### src/rtl/data_memory_ctrl_if.sv
// Request/response bus between the cache controller (master) and the backing data memory (slave).
interface data_memory_ctrl_if #(
    parameter int ADDR_W = 6,
    parameter int DATA_W = 32
);
    logic              read;
    logic              write;
    logic [ADDR_W-1:0] address;
    logic [DATA_W-1:0] writedata;
    logic [DATA_W-1:0] readdata;
    logic              busy;

    modport master (output read, write, address, writedata, input readdata, busy);
    modport slave  (input read, write, address, writedata, output readdata, busy);
endinterface

### src/rtl/data_memory_ctrl.sv
// Fixed-latency word memory behind the cache: IDLE -> ACCESS (LATENCY cycles) -> DONE.
// Optional access counters (rd_count/wr_count) are built when MEM_ACCESS_CNT_EN is defined.
module data_memory_ctrl #(
    parameter int ADDR_W  = 6,
    parameter int DATA_W  = 32,
    parameter int LATENCY = 5
) (
    input  logic clock,
    input  logic reset_n,
    data_memory_ctrl_if.slave bus
`ifdef MEM_ACCESS_CNT_EN
    ,
    output logic [15:0] rd_count,
    output logic [15:0] wr_count
`endif
);
    localparam int DEPTH = 2 ** ADDR_W;
    localparam logic [7:0] CNT_INIT = 8'(LATENCY - 1);

    typedef enum logic [1:0] {IDLE, ACCESS, DONE} state_e;

    state_e            state_q;
    logic [7:0]        cnt_q;
    logic [ADDR_W-1:0] addr_q;
    logic [DATA_W-1:0] wdata_q;
    logic              wr_q;
    logic [DATA_W-1:0] rdata_q;
    logic [DATA_W-1:0] mem_q [DEPTH];
    logic              commit;

    // Busy rises in the same cycle as the request so the cache stalls immediately.
    assign bus.busy     = (state_q == ACCESS) || ((state_q == IDLE) && (bus.read || bus.write));
    assign bus.readdata = rdata_q;
    assign commit       = (state_q == ACCESS) && (cnt_q == 8'd0);

    always_ff @(posedge clock or negedge reset_n) begin
        if (!reset_n) begin
            state_q <= IDLE;
            cnt_q   <= 8'd0;
            addr_q  <= '0;
            wdata_q <= '0;
            wr_q    <= 1'b0;
            rdata_q <= '0;
            mem_q   <= '{default: '0};
        end else begin
            case (state_q)
                IDLE: begin
                    if (bus.read || bus.write) begin
                        addr_q  <= bus.address;
                        wdata_q <= bus.writedata;
                        wr_q    <= bus.write;
                        cnt_q   <= CNT_INIT;
                        state_q <= ACCESS;
                    end
                end
                ACCESS: begin
                    if (!commit) begin
                        cnt_q <= cnt_q - 8'd1;
                    end else begin
                        if (wr_q) mem_q[addr_q] <= wdata_q;
                        else      rdata_q       <= mem_q[addr_q];
                        state_q <= DONE;
                    end
                end
                DONE:    state_q <= IDLE;
                default: state_q <= IDLE;
            endcase
        end
    end

`ifdef MEM_ACCESS_CNT_EN
    logic [15:0] rd_cnt_q;
    logic [15:0] wr_cnt_q;

    // Counters saturate rather than wrap so a long run never reads back as low traffic.
    always_ff @(posedge clock or negedge reset_n) begin
        if (!reset_n) begin
            rd_cnt_q <= 16'd0;
            wr_cnt_q <= 16'd0;
        end else if (commit) begin
            if (wr_q && wr_cnt_q != 16'hFFFF)  wr_cnt_q <= wr_cnt_q + 16'd1;
            if (!wr_q && rd_cnt_q != 16'hFFFF) rd_cnt_q <= rd_cnt_q + 16'd1;
        end
    end

    assign rd_count = rd_cnt_q;
    assign wr_count = wr_cnt_q;
`endif
endmodule

### src/flat_wrapper.sv
// flat-port wrapper written by rule: the top's interface ports become plain ports
module data_memory_ctrl_flat 
#(
    parameter int ADDR_W  = 6,
    parameter int DATA_W  = 32,
    parameter int LATENCY = 5
)
  (clock, reset_n, bus_read, bus_write, bus_address, bus_writedata, bus_readdata, bus_busy);
  data_memory_ctrl_if #(.ADDR_W(ADDR_W), .DATA_W(DATA_W)) bus_i ();
  input  logic clock;
  input  logic reset_n;
  input wire logic [$bits(bus_i.read)-1:0] bus_read;
  input wire logic [$bits(bus_i.write)-1:0] bus_write;
  input wire logic [$bits(bus_i.address)-1:0] bus_address;
  input wire logic [$bits(bus_i.writedata)-1:0] bus_writedata;
  output wire logic [$bits(bus_i.readdata)-1:0] bus_readdata;
  output wire logic [$bits(bus_i.busy)-1:0] bus_busy;
  assign bus_i.read = bus_read;
  assign bus_i.write = bus_write;
  assign bus_i.address = bus_address;
  assign bus_i.writedata = bus_writedata;
  assign bus_readdata = bus_i.readdata;
  assign bus_busy = bus_i.busy;
  data_memory_ctrl #(.ADDR_W(ADDR_W), .DATA_W(DATA_W), .LATENCY(LATENCY)) u_core (.clock(clock), .reset_n(reset_n), .bus(bus_i));
endmodule
### config.mk
export PLATFORM = sky130hd
export DESIGN_NAME = data_memory_ctrl_flat
export DESIGN_NICKNAME = d
export VERILOG_FILES = /design/src/rtl/data_memory_ctrl_if.sv /design/src/rtl/data_memory_ctrl.sv /design/src/flat_wrapper.sv
export SDC_FILE = /design/constraint.sdc
export NUM_CORES = 2
export LEC_CHECK = 0
export ABC_AREA = 1
export CAP_MARGIN = 20
export CORE_MARGIN = 10
export CORE_UTILIZATION = 60
export CTS_BUF_LIST = sky130_fd_sc_hd__clkbuf_4 sky130_fd_sc_hd__clkbuf_8
export DETAILED_ROUTE_END_ITERATION = 6
export PLACE_DENSITY = 0.87
export REMOVE_ABC_BUFFERS = 1
export SLEW_MARGIN = 25
export SYNTH_ARGS = -nofsm -noshare
export SYNTH_HDL_FRONTEND = slang
export SYNTH_SLANG_ARGS = --single-unit
### constraint.sdc
create_clock -name clock -period 6.15 [get_ports clock]
set_input_delay 0.615 -clock clock [delete_from_list [all_inputs] [get_ports clock]]
set_output_delay 0.615 -clock clock [all_outputs]
set_load 0.01 [all_outputs]
==> impl_metrics.ini <==
[status]
status = finished with violations
violations = DRC

[finish]
stdcell_area_mm2 = 0.1088
final_layout_size_suffix_gt1_frac = 0.07687
area_delta_synth_final_pct = 8.428
fin_nets = 12800

[worst_setup_path]
cp_top_family = buffers and inverters
cp_num_cells = 11
critPathRequiredTime_ns = 7.07
cp_common_cell = nand2_1
cp_max_fo = 116
crit_buf_inv = 3
reg2reg_slack_ns = 2.02
cp-endpoint = u_core.bus.readdata[10]
worst-r2r-cell-count = 11
crit_path_end_kind = flip-flop
critPathSlowestCell = buf_4
max_stage_delay_ns = 0.89
arrival_ns = 5.05
crit_path_start_kind = flip-flop
critPathLaunch = u_core.addr_q[0]
critPathKind = reg -> reg
r2r_start = u_core.addr_q[0]
path_cells = inv_8 -> buf_4 -> nand2_1 -> nand3_1 -> nand2_1 -> o21ai_0 -> nand2_1 -> nor2_1 -> nand3_1 -> nand2_1 -> inv_1
reg2reg_to = u_core.bus.readdata[10]

[pwr]
p_total_mw = 42.92
peakVddDrop_mv = 0.5860
clock_power_share = 0.303
p_int_mw = 25.61
seq_power_share = 0.358
swShare = 0.4032
combPwrFrac = 0.338
switchingPower_mw = 17.30
p_leak_nw = 53.02
p_per_area_mw_per_mm2 = 394.4

[placement]
port_buffers = 74
placed_area_mm2 = 0.1015
dp_hpwl_um = 163600
gp_congestion = 0.8633

[run]
maxCapViolations = 0

[sta]
max_freq_mhz = 242.3
maxSlewViolCount = 0
tns_ns = 0
rsz0062_at_grt = no
fin_crit_ns = 4.127
worstMarginPinSlew_ns = 1.274
slew_headroom = 0.1507
hold_viol = 0
skew_ns = 0.1068
period_share = 0.6710
setup_viol = 0

[clock_network]
post_cts_resized = 0
numCtsBuffers = 354
clk_path_buf_depth = 4
clk_pin_slew_ns = 0.06
clock_latency_ns = 1.09
cts-root-buf = clkbuf_8
cts_sinks = 2129
htreeDepth = 5
cts_tree = yes

[routing]
drtIter0Drc = 12900
drc = 4
first_pass_iters = 7
detailroute.via_count = 88260
wl_per_cell_um = 19.94
via_per_inst = 5.800
ant_nets = 0
wirelength_um = 303400

[global_routing]
grt_pass1_vias = 83900
grt_max_degree = 229
grtUsageTotal = 0.3223
grt_overflow = 0
antenna_found_initial = 8
grt_first_pass_wirelength_um = 473100

[die]
core_area_mm2 = 0.1667
die_area_mm2 = 0.1840
row_count = 150
die_w_um = 429.0
start_util = 0.6021
pin_count = 75
fp.dieH_um = 429.0

[logic_synthesis]
synth_top_family_by_area = simple AND/OR/NAND/NOR gates
synth_fa_ha_area_frac = 0.0002494
synthCells = 13160
async_reset_ff_frac = 1.000
yosysTopAreaCell = dfrtp_1
synth.distinct_cells = 30
synth_seq_cells = 2129
synth-xor-area-share = 0
netlist.area_leader.share = 0.5309
ys_warn_count = 0
syn_area_mm2 = 0.1003
ys_top_cells_by_area = dfrtp_1, nand2_1, o21ai_0
synth_compound_area_frac = 0.1321
synthMuxAreaShare = 0
yosysMostFrequentCell = nand2_1
synth_common_cells = nand2_1, dfrtp_1, o21ai_0
synthSimpleGateAreaFrac = 0.2336
syn_area_per_cell_um2 = 7.627
synth_top_flop_cell = dfrtp_1
seq_area_frac_synth = 0.5309
synth-edff-count = 0

[hold_path]
hold_path.class = in -> reg
-- metal layers --
metal  track usage  wire length (µm)  up-vias  part of all wire
met5             0                22        -          0.000073
met4        0.2077             21190        4             0.070
met3       0.07430             35690     1248              0.12
met2        0.4894            132400     5595              0.44
met1        0.4168            114100    41410              0.38
li1              -                 -    40000                 -
-- how the worst min path moves through the flow --
stage | depth (start not counted) | to | slack, ns | start
final | 3 | u_core.wdata_q[25] | 0.12 | bus_writedata[25]
after global routing | 3 | u_core.wdata_q[1] | 0.13 | bus_writedata[1]
after CTS | 3 | u_core.wdata_q[5] | 0.09 | bus_writedata[5]
after detailed placement | 2 | u_core.mem_q[1978] | 0.46 | u_core.mem_q[1978]
after global placement | 2 | u_core.mem_q[1977] | 0.46 | u_core.mem_q[1977]
after floorplan | 0 | u_core.addr_q[0] | 0.32 | reset_n
-- power by group through the flow --
stage	Combinational, mW	Sequential [mW]	Clock [mW]
2_1_floorplan	7.73	15.5	0
3_3_place_gp	13.7	15.6	0
3_5_place_dp	13.9	15.6	0
4_1_cts	14.0	15.4	13.0
5_1_grt	15.6	15.4	13.7
6_report	14.5	15.4	13.0
-- cell type report --
class                   count  area, µm²
clock buffers             567       7066
clock inverters            38      249.0
fillers                 13000      57850
well taps                2204       2758
inverters                1710       6437
diodes                      3      7.507
flip-flops and latches   2129      53280
multi-input cells        8335      36810
repair buffers            230       2198
-- worst register-to-register path: stages, from the launching register on --
cell     delay (ns)
dfrtp_4        0.77
inv_8          0.72
buf_4          0.93
nand2_1        0.13
nand3_1        0.14
nand2_1        0.06
o21ai_0        0.30
nand2_1        0.12
nor2_1         0.54
nand3_1        0.16
nand2_1        0.10
inv_1          0.04
-- stage by stage --
stage          utilization  instances  setup slack, ns  hold WS, ns
2_1_floorplan            -      12170           -73.74       0.3194
3_3_place_gp        0.6088      14610            2.239       0.4576
3_5_place_dp        0.6088      14610            2.199       0.4649
4_1_cts             0.6528      15210            2.113      0.08751
5_1_grt             0.6528      15210            1.856       0.1333
6_report            0.6529      15220            2.023       0.1244
-- cells in the final DEF (no fill, tap or decap), drive strengths merged, types with 37 or more instances in the layout --
master,Yosys,layout
nand2,4452,4452
o21ai,2353,2353
dfrtp,2129,2129
inv,1708,1707
nand3,768,768
clkbuf,796,567
nor2,442,442
o211ai,194,194
buf,188,156
or2,105,105
clkdlybuf4s50,0,73
clkinv,2,37
-- what timing repair did --
item | CTS | global route
hold endpoints to repair | 111 | 0
setup buffers | 0 | 0
hold buffers | 1 | 0
-- registers in the layout, summed over array words and instances (netlist names) --
signal and count:
u_core.addr_q 6, u_core.wdata_q 32, u_core.state_q 2, u_core.wr_q 1, u_core.cnt_q 8, u_core.bus.readdata 32
u_core.mem_q 2048
-- cells by family after synthesis --
kind of cell | after synthesis
AND/OR/NAND/NOR | 5781
buffers and inverters | 2694
AO/OA/AOI/OAI | 2552
flip-flops | 2129
adder cells (fa/ha/maj) | 2
No activity file was read; power rests on OpenSTA's default activity.
